<file path="config.mk">
export PLATFORM = sky130hd
export DESIGN_NAME = data_mem_lsu
export DESIGN_NICKNAME = d
export VERILOG_FILES = /design/src/rtl/data_mem_lsu.sv
export SDC_FILE = /design/constraint.sdc
export NUM_CORES = 1
export LEC_CHECK = 0
export ABC_AREA = 1
export CAP_MARGIN = 5
export CORE_ASPECT_RATIO = 0.5
export CORE_UTILIZATION = 50
export CTS_CLUSTER_DIAMETER = 80
export DETAILED_ROUTE_END_ITERATION = 8
export GPL_ROUTABILITY_DRIVEN = 1
export GPL_TIMING_DRIVEN = 1
export PLACE_DENSITY = 0.83
export SLEW_MARGIN = 20
export SYNTH_ARGS = -nofsm -noshare
export SYNTH_HDL_FRONTEND = slang
export SYNTH_SLANG_ARGS = --single-unit
</file>
<file path="constraint.sdc">
create_clock -name clk -period 5.16 [get_ports clk]
set_clock_uncertainty 0.15 [all_clocks]
set_input_delay 1.032 -clock clk [delete_from_list [all_inputs] [get_ports clk]]
set_output_delay 1.032 -clock clk [all_outputs]
set_load 0.02 [all_outputs]
</file>
<file path="src/rtl/data_mem_lsu.sv">
// Load/store unit between the core datapath and a word-wide data RAM.
// Byte/half stores are read-modify-write; loads return sign/zero-extended data.
module data_mem_lsu #(
  parameter int unsigned ADDR_W = 20
) (
  input  logic              clk,
  input  logic              rst_n,
  input  logic              i_req,
  input  logic              i_is_store,
  input  logic [2:0]        i_funct3,
  input  logic [31:0]       i_addr,
  input  logic [31:0]       i_wdata,
  output logic              o_busy,
  output logic              o_done,
  output logic              o_err,
  output logic [31:0]       o_rdata,
  output logic [ADDR_W-1:0] o_mem_addr,
  output logic [31:0]       o_mem_d,
  output logic              o_mem_we,
  output logic              o_mem_tick,
  input  logic [31:0]       i_mem_q
);

  typedef enum logic [1:0] {ST_IDLE, ST_RD, ST_WR, ST_RESP} state_t;

  localparam logic [2:0] F3_B  = 3'b000;
  localparam logic [2:0] F3_H  = 3'b001;
  localparam logic [2:0] F3_W  = 3'b010;
  localparam logic [2:0] F3_BU = 3'b100;
  localparam logic [2:0] F3_HU = 3'b101;

  state_t              r_state;
  logic                r_store;
  logic [2:0]          r_f3;
  logic [1:0]          r_lane;
  logic [15:0]         r_wdata;
  logic [ADDR_W-1:0]   r_mem_addr;
  logic [31:0]         r_mem_d;
  logic [31:0]         r_rdata;
  logic                r_busy;
  logic                r_done;
  logic                r_err;

  logic                w_req_err;
  logic [31:0]         w_q_sh;
  logic [7:0]          w_byte;
  logic [15:0]         w_half;
  logic [31:0]         w_load;
  logic [31:0]         w_merged;
  logic                w_unused;

  // Address bits above the RAM space wrap silently.
  assign w_unused = ^i_addr[31:ADDR_W+2];

  // Misalignment / illegal width check on the incoming request.
  always_comb begin
    w_req_err = 1'b0;
    case (i_funct3)
      F3_B:    w_req_err = 1'b0;
      F3_H:    w_req_err = i_addr[0];
      F3_W:    w_req_err = (i_addr[1:0] != 2'b00);
      F3_BU:   w_req_err = i_is_store;
      F3_HU:   w_req_err = i_is_store | i_addr[0];
      default: w_req_err = 1'b1;
    endcase
  end

  assign w_q_sh = i_mem_q >> {r_lane, 3'b000};
  assign w_byte = w_q_sh[7:0];
  assign w_half = r_lane[1] ? i_mem_q[31:16] : i_mem_q[15:0];

  always_comb begin
    w_load = i_mem_q;
    case (r_f3)
      F3_B:    w_load = {{24{w_byte[7]}}, w_byte};
      F3_H:    w_load = {{16{w_half[15]}}, w_half};
      F3_BU:   w_load = {24'h0, w_byte};
      F3_HU:   w_load = {16'h0, w_half};
      default: w_load = i_mem_q;
    endcase
  end

  // Sub-word store: overwrite the addressed lane of the word just read.
  always_comb begin
    w_merged = i_mem_q;
    if (r_f3 == F3_B) begin
      w_merged[{r_lane, 3'b000} +: 8] = r_wdata[7:0];
    end else if (r_lane[1]) begin
      w_merged[31:16] = r_wdata;
    end else begin
      w_merged[15:0] = r_wdata;
    end
  end

  always_ff @(posedge clk or negedge rst_n) begin
    if (!rst_n) begin
      r_state    <= ST_IDLE;
      r_store    <= 1'b0;
      r_f3       <= 3'b000;
      r_lane     <= 2'b00;
      r_wdata    <= 16'h0;
      r_mem_addr <= '0;
      r_mem_d    <= 32'h0;
      r_rdata    <= 32'h0;
      r_busy     <= 1'b0;
      r_done     <= 1'b0;
      r_err      <= 1'b0;
    end else begin
      r_done <= 1'b0;
      case (r_state)
        ST_IDLE: begin
          if (i_req) begin
            r_store    <= i_is_store;
            r_f3       <= i_funct3;
            r_lane     <= i_addr[1:0];
            r_wdata    <= i_wdata[15:0];
            r_mem_addr <= i_addr[ADDR_W+1:2];
            r_busy     <= 1'b1;
            if (w_req_err) begin
              r_state <= ST_RESP;
              r_done  <= 1'b1;
              r_err   <= 1'b1;
            end else if (i_is_store && (i_funct3 == F3_W)) begin
              r_mem_d <= i_wdata;
              r_state <= ST_WR;
            end else begin
              r_state <= ST_RD;
            end
          end
        end
        ST_RD: begin
          if (r_store) begin
            r_mem_d <= w_merged;
            r_state <= ST_WR;
          end else begin
            r_rdata <= w_load;
            r_state <= ST_RESP;
            r_done  <= 1'b1;
            r_err   <= 1'b0;
          end
        end
        ST_WR: begin
          r_state <= ST_RESP;
          r_done  <= 1'b1;
          r_err   <= 1'b0;
        end
        default: begin
          r_state <= ST_IDLE;
          r_busy  <= 1'b0;
        end
      endcase
    end
  end

  assign o_busy     = r_busy;
  assign o_done     = r_done;
  assign o_err      = r_err;
  assign o_rdata    = r_rdata;
  assign o_mem_addr = r_mem_addr;
  assign o_mem_d    = r_mem_d;
  // Write strobes follow the WR state directly so an async reset kills them at once.
  assign o_mem_we   = (r_state == ST_WR);
  assign o_mem_tick = (r_state == ST_WR);

endmodule

</file>
# After elaboration in Yosys (flattened, before gate mapping)
# Cells that the tools add are included.
[word_totals] register_bits=111 input_bits=103 out_inout_bits=89 word_cells=73
[classes] n_addsub=1 n_eq_ne=15 n_shift=3 mux=27 n_bitwise=3 n_reduce_logical=13
[op_table] cell="$mux W32" n=5
[op_table] cell="$pmux W32 S4" n=1
[op_table] cell="$pmux W32 S2" n=1
[op_table] cell="$mux W16" n=3
[op_table] cell="$bwmux W32" n=1
[op_table] cell="$shift A8 B7 Y32 const A" n=1
[op_table] cell="$shiftx A8 B7 Y32" n=1
[op_table] cell="$shr A32 B5 Y8" n=1
[op_table] cell="$eq A3 B3 Y1 const B" n=4
[op_table] cell="$ne A2 B2 Y1 const B" n=6
[op_table] cell="$mux W1" n=8
[op_table] cell="$neg A5 Y7" n=1
[op_table] cell="$eq A3 B1 Y1 const B" n=2
[op_table] cell="$logic_not A3 Y1" n=2
[op_table] cell="$mux W2" n=3
[op_table] cell="$pmux W1 S3" n=2
[op_table] cell="$pmux W2 S3" n=1
[op_table] cell="$reduce_and A2 Y1" n=3
[op_table] cell="$pmux W1 S5" n=1
[op_table] cell="$reduce_and A5 Y1" n=1
[op_table] cell="$reduce_and A4 Y1" n=1
[op_table] cell="$reduce_bool A2 Y1" n=2
[op_table] cell="$eq A3 B2 Y1 const B" n=1
[op_table] cell="$reduce_bool A3 Y1" n=1
[op_table] cell="other kinds (8)" n=9

# Logic depth before layout (Yosys ltp)
# Gate-level depths: netlist of the first run.
[logic_depth] word_depth=6 mapped_depth=14 depth_no_buf=10

# Least setup slack after synthesis of the first run
# Ideal clock, no wire load.
[synth_path] path_type="reg-to-reg" start="register r_lane[1]" end="register r_mem_d[0] (netlist: o_mem_d[0])" setup_ps=65 arrival_ps=1902 required_ps=4945 path_slack_ps=3043 path_stages_with_launch=14 n_path_buf=4 synth_period_minus_slack_ps=2117 path_cell_list="dfrtp_1 buf_4 inv_2 buf_4 buf_4 ha_1 buf_2 nor2_2 nand4_1 nand2_1 nand2_1 nand2_1 nand2_1 nand2_1"
[synth_via] elab_chain_cells=6 elab_cells_between_ends=8 cone_classes="add/sub (1); shift (2); mux (5)"
[synth_lines] element="start: declaration" line="35" source="logic [1:0] r_lane;"
[synth_lines] element="start signal: assignment" line="115" source="r_lane <= i_addr[1:0];"
[synth_lines] element="$neg A5 Y7" line="87" source="w_merged[{r_lane, 3'b000} +: 8] = r_wdata[7:0];"
[synth_lines] element="$shiftx A8 B7 Y32 or $shift A8 B7 Y32 (tied branches)" line="87"
[synth_lines] element="$bwmux W32" line="87"
[synth_lines] element="$mux W32 (*)" line="86" source="if (r_f3 == F3_B) begin"
[synth_lines] element="$mux W32 (*)" line="132" source="if (r_store) begin"
[synth_lines] element="$pmux W32 S2 (*)" line="110" source="case (r_state)"
[synth_lines] element="end signal: assignment" line="124" source="r_mem_d <= i_wdata;"
[synth_lines] element="end signal: assignment" line="133" source="r_mem_d <= w_merged;"
[synth_lines] element="end: declaration" line="38" source="logic [31:0] r_mem_d;"
# Mark *: on every way between the ends. The rest lies on a longest branch, timed or not. The select of a mux whose other input is x is not followed.
# A chain may end at the register's enable or synchronous reset.

# Worst setup path in the final report of the first run
[layout_path] start="register r_state[0]" end="output port o_mem_tick"
[layout_via] elab_chain_cells=1
[layout_lines] element="start: declaration" line="32" source="state_t r_state;"
[layout_lines] element="start signal: assignment" line="97" source="r_state <= ST_IDLE;"
[layout_lines] element="start signal: assignment" line="120" source="r_state <= ST_RESP;"
[layout_lines] element="start signal: assignment" line="125" source="r_state <= ST_WR;"
[layout_lines] element="$eq A2 B2 Y1" line="163" source="assign o_mem_tick = (r_state == ST_WR);"
[layout_lines] element="end: declaration" line="20" source="output logic o_mem_tick,"
# No other way between the ends.

==> metrics.txt, run 1 <==
Post-synth EDFFs=0; Final Worst Setup Slack=2.268 ns; Die Y=85.84 um; initial antenna violation count=0; clock latency on the worst-skew pair=0.35 ns; htree depth=3; CTS Sinks=111; core box area=0.01363 sq mm; io pins=192; layout cells sized above 1=7.463%; number of remaining DRC errors=0; routed wire length=21400 um; largest net degree at the start of global routing=66; CTS Buffer Depth=2; grt ovf=0; # hold bufs at CTS=0; fin area=0.009120 sq mm; period utilization=56.04%; fin nets=1313; Worst setup SP type=flop; Synthesized Nets=1169; detailed placer's ending HPWL=15350 um; Pre-antenna DRT Iters=7; Routability Congestion=0.9169; CP required=3.98 ns; Resized Gates After CTS=0; setup TNS=0 ns; LEAKAGE=0.004718 uW; die area=0.01456 sq mm; ys async rst share=100.0%; unrepaired setup endpoints after global routing=false; worst-path maximum fanout=4; row cnt=30; most common cell in the netlist=nand2_1; Worst VDD drop=0.3800 mV; CP Data Arrival Time=1.71 ns; worst slew pin tran=0.8508 ns; Starting DRT DRC Count=718; Avg WL per Cell=15.31 um; Die W=169.7 um; ys flop type=dfrtp_1; vias per cell=5.259; CP Capture Type=primary output; worst rel slew slack=43.28%; Final ANT Viol Nets=0; synth cell count leaders=nand2_1 (476), dfrtp_1 (111), nor2_1 (100); Initial Util=51.58%; Layout fillers=1199; first-pass GRT wire length=34030 um; Layout Area Growth over Synthesis=29.77%; Worst Hold Class=reg2reg; placed inst area=0.008818 sq mm; Clock transition at path regs=0.08 ns; cts bufs inserted=9; max cap viols=0; Synthesis Warnings=0; largest cells by area after synthesis=dfrtp_1 (40%), nand2_1 (25%), nor2_1 (5.3%), a21oi_1 (5.3%), inv_1 (4.7%); Root Buffer=clkbuf_16; Final Hold Viols=0; via count=7352; r2r worst-path depth=10; n_diodes=0; post-synthesis cell count=1057; vias in the first global route=6785; status=complete, no violations; fmax=345.8 MHz; number of distinct library cells after synthesis=24; sequential fraction of the synthesis area=39.52%; Slew Limit Fails=0; top-area cell type share of the netlist area=39.52%; Synth Area per Inst=6.649 sq um; post-synth top area cell=dfrtp_1; post-layout minimum cycle time=2.892 ns; total power=5891 uW; Placement Setup Slack=1.749 ns; hold depth=2; Final setup viols=0; Total Routing Usage GR=29.95%; PD cells=646.0 mW/mm^2; CTS tree=built; # Post-CTS Setup Buffers=0; Synth Cell Area=0.007028 sq mm; Placed Cells incl. Taps=1382; synthesized flop and latch total=111; fin cells=1398; PortBufs=181; Crit Path Category=reg2out
worst paths after layout:
check                                        start                 endpoint  slack, ns
max                         r_state[0]$_DFFE_PN0N_               o_mem_tick       2.27
min                        o_rdata[14]$_DFFE_PN0P_  o_rdata[14]$_DFFE_PN0P_       0.33
max reg2reg                  r_lane[0]$_DFFE_PN0P_  o_mem_d[15]$_DFFE_PN0P_       2.34
min reg2reg                o_rdata[14]$_DFFE_PN0P_  o_rdata[14]$_DFFE_PN0P_       0.33
max in group asynchronous                    rst_n  o_mem_d[28]$_DFFE_PN0P_       3.33
min in group asynchronous                    rst_n   o_mem_d[5]$_DFFE_PN0P_       0.62
cell type report:
cell class / count / area (sq um) / area share (%)
clock buffer: 9 / 225.2 / 2.469
clock inverter: 7 / 73.82 / 0.8094
inverter: 92 / 345.3 / 3.787
multi-input combinational: 795 / 3566 / 39.10
sequential: 111 / 2778 / 30.46
tap: 192 / 240.2 / 2.634
timing repair buffer: 192 / 1892 / 20.74
metal layers:
layer | global-route usage (%) | vias up | wire length (um)
met2 | 46.76 | 382 | 9469
met1 | 40.08 | 3382 | 9101
li1 | - | 3542 | -
met5 | 0 | - | 0
met3 | 8.906 | 46 | 2303
met4 | 9.582 | 0 | 528
cell families after synthesis:
kind of cell / Yosys count / share of synthesized area, %
DFF: 111 / 39.52
adders and majority gates: 9 / 1.602
AOI/OAI and AO/OA: 106 / 8.225
and+or+nand+nor: 660 / 37.64
buffers and inverters: 151 / 9.809
muxes: 20 / 3.205
critical path, stage by stage, from the launching register on:
cell             delay (ns)
dfrtp_1                0.43
inv_1                  0.10
ha_1                   0.20
clkdlybuf4s50_1        0.62
cells in the final DEF, fill, tap and decap left out:
cell	count
nor2_2	2
nand2_2	3
inv_1	87
dfrtp_1	111
o21ai_1	1
a21oi_2	12
nand3_2	2
clkdlybuf4s50_1	180
ha_1	9
clkinv_8	1
inv_8	2
nor2_1	100
o21ai_0	18
mux2_2	20
o21bai_1	1
nor2_4	1
inv_2	5
clkinv_4	2
or2_2	17
nand2_1	474
nand4_1	17
buf_4	12
clkbuf_16	9
nand3_1	44
a21oi_1	74
inv_6	2
flip-flops by register name, summed over array words and instances, names as in the netlist:
register    count
o_busy          1
o_done          1
o_err           1
o_mem_addr     20
o_mem_d        32
o_rdata        32
r_f3            3
r_lane          2
r_state         2
r_store         1
r_wdata        16
power by group:
part           switching (uW)  internal, uW
clock                     370           345
sequential                264          1310
combinational            2200          1400
total                    2830          3060
metrics by stage:
step	hold WS, ns	util, %
finish	0.3290	66.93
floorplan	0.3423	-
CTS	0.3342	66.91
global route	0.3574	66.93
detailed placement	0.3141	64.72
global placement	0.3127	64.72
No activity file was read; power rests on OpenSTA's default activity.
==> inputs of run 2 (changes only) <==
Settings changed: CORE_UTILIZATION 50 to 49, PLACE_DENSITY 0.83 to 0.81.
Clock period 5.16 ns to 2.9 ns, I/O delays scaled along.
==> metrics.txt, run 2 (synthesis gave the netlist of run 1 again) <==
commonest cells after routing, fill and taps aside=nand2_1 (475), clkdlybuf4s50_1 (180), dfrtp_1 (111) (was nand2_1 (474), clkdlybuf4s50_1 (180), dfrtp_1 (111)); PD cells=1149 mW/mm^2 (was 646.0 mW/mm^2); die area=0.01486 sq mm (was 0.01456 sq mm); io pins=192 (unchanged); row cnt=30 (unchanged); Crit path max-delay family=buffers and inverters (unchanged); crit path launch=r_state[0]$_DFFE_PN0N_ (unchanged); core box area=0.01378 sq mm (was 0.01363 sq mm); htree depth=3 (unchanged); Resized Gates After CTS=0 (unchanged); worst slew pin tran=0.7530 ns (was 0.8508 ns); cts bufs inserted=9 (unchanged); Slew Limit Fails=0 (unchanged); # hold bufs at CTS=0 (unchanged); Total Routing Usage GR=30.47% (was 29.95%); Die W=171.4 um (was 169.7 um); CP Data Arrival Time=1.70 ns (was 1.71 ns); routed wire length=21750 um (was 21400 um); Clock transition at path regs=0.08 ns (about the same); CP required=2.17 ns (was 3.98 ns); Starting DRT DRC Count=614 (was 718); r2r setup slk=0.59 ns (was 2.34 ns); fin nets=1317 (was 1313); Routability Congestion=0.9316 (was 0.9169); Slowest Stage Delay on Critical Path=0.62 ns (about the same); Layout Area Growth over Synthesis=30.48% (was 29.77%); CTS Buffer Depth=2 (unchanged); grt ovf=0 (unchanged); largest net degree at the start of global routing=65 (was 66); clock latency on the worst-skew pair=0.35 ns (about the same); PortBufs=181 (unchanged); CTS tree=built (unchanged); vias in the first global route=6935 (was 6785); unrepaired setup endpoints after global routing=false (unchanged); Critical R2R Launch=r_lane[1]$_DFFE_PN0P_ (was r_lane[0]$_DFFE_PN0P_); worst-path maximum fanout=4 (unchanged); Worst VDD drop=0.5787 mV (was 0.3800 mV); r2r worst-path depth=10 (unchanged); Placement Setup Slack=0.4161 ns (was 1.749 ns); Crit Path Category=reg2out (unchanged); max cap viols=0 (unchanged); worst rel slew slack=49.80% (was 43.28%); setup TNS=0 ns (unchanged); vias per cell=5.175 (was 5.259); post-layout minimum cycle time=2.431 ns; detailed placer's ending HPWL=15950 um (was 15350 um); via count=7255 (was 7352); Final ANT Viol Nets=0 (unchanged); Pre-antenna DRT Iters=5 (was 7); initial antenna violation count=0 (unchanged); critical-path cell list=inv_1 > ha_1 > clkdlybuf4s50_1 (unchanged); period utilization=83.83%; Final setup viols=0 (unchanged); Worst Hold Class=in2async (was reg2reg); first-pass GRT wire length=35060 um (was 34030 um); Final Hold Viols=0 (unchanged); CTS Sinks=111 (unchanged); CP Capture Type=primary output (unchanged); fmax=411.3 MHz; number of remaining DRC errors=0 (unchanged); Avg WL per Cell=15.51 um (was 15.31 um); CP max stage cell=clkdlybuf4s50_1 (unchanged); Final Worst Setup Slack=0.4690 ns (was 2.268 ns); Die Y=86.69 um (was 85.84 um); reg-to-reg endpoint=o_mem_d[26]$_DFFE_PN0P_ (was o_mem_d[15]$_DFFE_PN0P_); Root Buffer=clkbuf_16 (unchanged); LEAKAGE=0.004748 uW (was 0.004718 uW); most common cell after layout, fill and taps aside=nand2_1 (unchanged); # Post-CTS Setup Buffers=0 (unchanged); n_diodes=0 (unchanged); layout cells sized above 1=7.686% (was 7.463%); WP buf/inv=2 (unchanged); Initial Util=51.02% (was 51.58%); Worst setup SP type=flop (unchanged); status=complete, no violations (unchanged)
==> run 2: area by class of cell <==
cell class | instances | area (sq um)
Clock buffer | 10 | 239.0
Clock inverter | 6 | 57.56
Fill cell | 1267 | 4606
Inverter | 92 | 345.3
Multi-Input combinational cell | 795 | 3563
Sequential cell | 111 | 2778
Tap cell | 192 | 240.2
Timing Repair Buffer | 196 | 1947
==> run 2: report_power, final <==
| part | internal [uW] | switching (uW) | total, uW |
|---|---|---|---|
| Combinational | 2550 | 3950 | 6490 |
| Sequential | 2330 | 449 | 2780 |
| Clock | 632 | 631 | 1260 |
| Total | 5510 | 5030 | 10500 |
==> run 2: layer usage <==
metal / share of wire (%) / global-route usage, %
met1: 44 / 41.25
met2: 45 / 48.78
met3: 8.5 / 7.260
met4: 1.8 / 7.711
met5: 0.38 / 4.348
==> run 2: worst max-delay path by stage <==
stage                              endpoint  cells after the start  slack (ns)
floorplan            o_mem_d[0]$_DFFE_PN0P_                     13        0.78
global placement    o_rdata[25]$_DFFE_PN0P_                      9        0.47
detailed placement  o_rdata[27]$_DFFE_PN0P_                      9        0.42
CTS                                o_mem_we                      3        0.46
global route                       o_mem_we                      3        0.41
finish                             o_mem_we                      3        0.47
==> run 2: metrics by stage <==
stage               hold WS (ns)  area [sq um]  util (%)  cells  power (uW)
detailed placement        0.3151          8874     64.41   1386        9256
floorplan                 0.1344          7028         -   1057        7009
global placement          0.3114          8874     64.41   1386        9099
global route             0.04395          9170     66.57   1402       11380
finish                  0.004373          9170     66.57   1402       10540
CTS                      0.01674          9170     66.57   1402       10560
==> run 2: worst register-to-register path, delay by kind of cell (launching register included) <==
kind,cells,cell delay [ns]
buffers and inverters,3,0.74
flip-flops,1,0.39
AND/OR/NAND/NOR,6,0.46
adder cells (fa/ha/maj),1,0.48
==> inputs of run 3 (changes only) <==
Clock period 2.9 ns to 2.4 ns, I/O delays scaled along.
==> metrics.txt, run 3 (synthesis gave the netlist of run 1 again) <==
status=complete, no violations (unchanged); Slowest Stage Delay on Critical Path=0.43 ns (was 0.62 ns); met2 Use GR=48.56% (was 48.78%); Placement Setup Slack=0.02521 ns (was 0.4161 ns); post-layout minimum cycle time=2.154 ns; Clock transition at path regs=0.09 ns (was 0.08 ns); max cap viols=0 (unchanged); critical-path cell list=inv_1 > ha_1 > nand2_2 > buf_12 > a21oi_1 > nor2_1 > nor2_1 (was inv_1 > ha_1 > clkdlybuf4s50_1); Crit Path Category=reg2reg (was reg2out); Avg WL per Cell=15.84 um (was 15.51 um); cts bufs inserted=9 (unchanged); core box area=0.01378 sq mm (unchanged); worst slew pin tran=0.5568 ns (was 0.7530 ns); Slew Limit Fails=0 (unchanged); Worst VDD drop=0.7576 mV (was 0.5787 mV); setup TNS=0 ns (unchanged); met3 Use GR=7.397% (was 7.260%); CP Data Arrival Time=2.29 ns (was 1.70 ns); initial antenna violation count=0 (unchanged); vias per cell=5.169 (was 5.175); LEAKAGE=0.004827 uW (was 0.004748 uW); most common cell after layout, fill and taps aside=nand2_1 (unchanged); Routability Congestion=0.9220 (was 0.9316); Worst Hold Class=reg2reg (was in2async); CTS Buffer Depth=2 (unchanged); Total Routing Usage GR=30.91% (was 30.47%); met1 Usage GRT=43.83% (was 41.25%); clock latency on the worst-skew pair=0.36 ns (was 0.35 ns); Worst setup SP type=flop (unchanged); io pins=192 (unchanged); Die W=171.4 um (unchanged); CTS tree=built (unchanged); fin area=0.009290 sq mm (was 0.009170 sq mm); Layout fillers=1186 (was 1267); Initial Util=51.02% (unchanged); largest net degree at the start of global routing=65 (unchanged); Final Worst Setup Slack=0.2457 ns (was 0.4690 ns); worst-path maximum fanout=45 (was 4); layout cells sized above 1=7.908% (was 7.686%); sequential cell area=0.002778 sq mm (unchanged); die area=0.01486 sq mm (unchanged); Layout Area Growth over Synthesis=32.19% (was 30.48%); CP required=2.53 ns (was 2.17 ns); CP max stage cell=dfrtp_1 (was clkdlybuf4s50_1); Crit path max-delay family=simple AND/OR/NAND/NOR gates (was buffers and inverters); unrepaired setup endpoints after global routing=false (unchanged); CTS Sinks=111 (unchanged); Starting DRT DRC Count=654 (was 614); WP buf/inv=2 (unchanged); first-pass GRT wire length=35430 um (was 35060 um); GR peak layer=met2 (unchanged); Root Buffer=clkbuf_16 (unchanged); Multi-input gate area=0.003563 sq mm (unchanged); fin nets=1321 (was 1317); Pre-antenna DRT Iters=5 (unchanged); worst rel slew slack=62.88% (was 49.80%); placed inst area=0.008959 sq mm (was 0.008874 sq mm); grt ovf=0 (unchanged); PortBufs=181 (unchanged); commonest cells after routing, fill and taps aside=nand2_1 (475), clkdlybuf4s50_1 (178), dfrtp_1 (111) (was nand2_1 (475), clkdlybuf4s50_1 (180), dfrtp_1 (111)); CP dominant cell by count=nor2_1; Min Hold Slack=0.3331 ns (was 0.004373 ns); vias in the first global route=6683 (was 6935); Die Y=86.69 um (unchanged); routed wire length=22270 um (was 21750 um); total power=12970 uW (was 10540 uW); via count=7268 (was 7255); Final ANT Viol Nets=0 (unchanged); htree depth=3 (unchanged); Final Hold Viols=0 (unchanged); fmax=464.2 MHz; number of remaining DRC errors=0 (unchanged); row cnt=30 (unchanged); Final setup viols=0 (unchanged); period utilization=89.76%; n_diodes=0 (unchanged); CP Capture Type=flop (was primary output); PD cells=1396 mW/mm^2 (was 1149 mW/mm^2); detailed placer's ending HPWL=16340 um (was 15950 um)
## run 3: worst reg2reg max path, cell delays in order, from the launching register on
cell	delay, ns
dfrtp_1	0.43
inv_1	0.10
ha_1	0.40
nand2_2	0.41
buf_12	0.32
a21oi_1	0.13
nor2_1	0.05
nor2_1	0.09
## run 3: through the flow
step,utilization (%),cells
finish,67.44,1406
global route,67.44,1406
CTS,67.40,1406
detailed placement,65.03,1389
global placement,65.03,1389
floorplan,-,1057
## run 3: area by class of cell
class,instances,area share [%]
clock buffers,9,2.424
clock inverters,7,0.9832
inverters,92,3.717
multi-input cells,795,38.36
flip-flops and latches,111,29.90
well taps,192,2.586
repair buffers,200,22.03
## run 3: repair_timing
| action | 4_1_cts | 5_1_grt |
|---|---|---|
| hold buffers | 1 | 0 |
| resized for setup | 0 | 2 |
| setup buffers | 0 | 0 |
| setup endpoints to repair | 0 | 2 |
| hold endpoints to repair | 36 | 0 |
## run 3: worst paths after layout
path                                              from                 endpoint  slack, ns  cells after the start
worst max register to register  r_state[0]$_DFFE_PN0N_         o_done$_DFF_PN0_       0.25                      7
max in group asynchronous                        rst_n        o_err$_DFFE_PN0P_       0.98                      3
worst min-delay path            o_mem_d[3]$_DFFE_PN0P_   o_mem_d[3]$_DFFE_PN0P_       0.33                      2
worst min register to register  o_mem_d[3]$_DFFE_PN0P_   o_mem_d[3]$_DFFE_PN0P_       0.33                      2
min in group asynchronous                        rst_n  o_rdata[29]$_DFFE_PN0P_       0.51                      2
worst max-delay path            r_state[0]$_DFFE_PN0N_         o_done$_DFF_PN0_       0.25                      7
## run 3: layer usage
layer | wire length, um | vias up
met5 | 0 | -
met4 | 274 | 0
met3 | 2002 | 24
met2 | 9811 | 293
met1 | 10180 | 3390
li1 | - | 3561
## run 3: power breakdown
part	leakage (uW)	internal, uW	switching (uW)
Combinational	0.00336	3200	4790
Sequential	0.00131	2810	591
Clock	0.000154	758	817
Total	0.00483	6770	6200
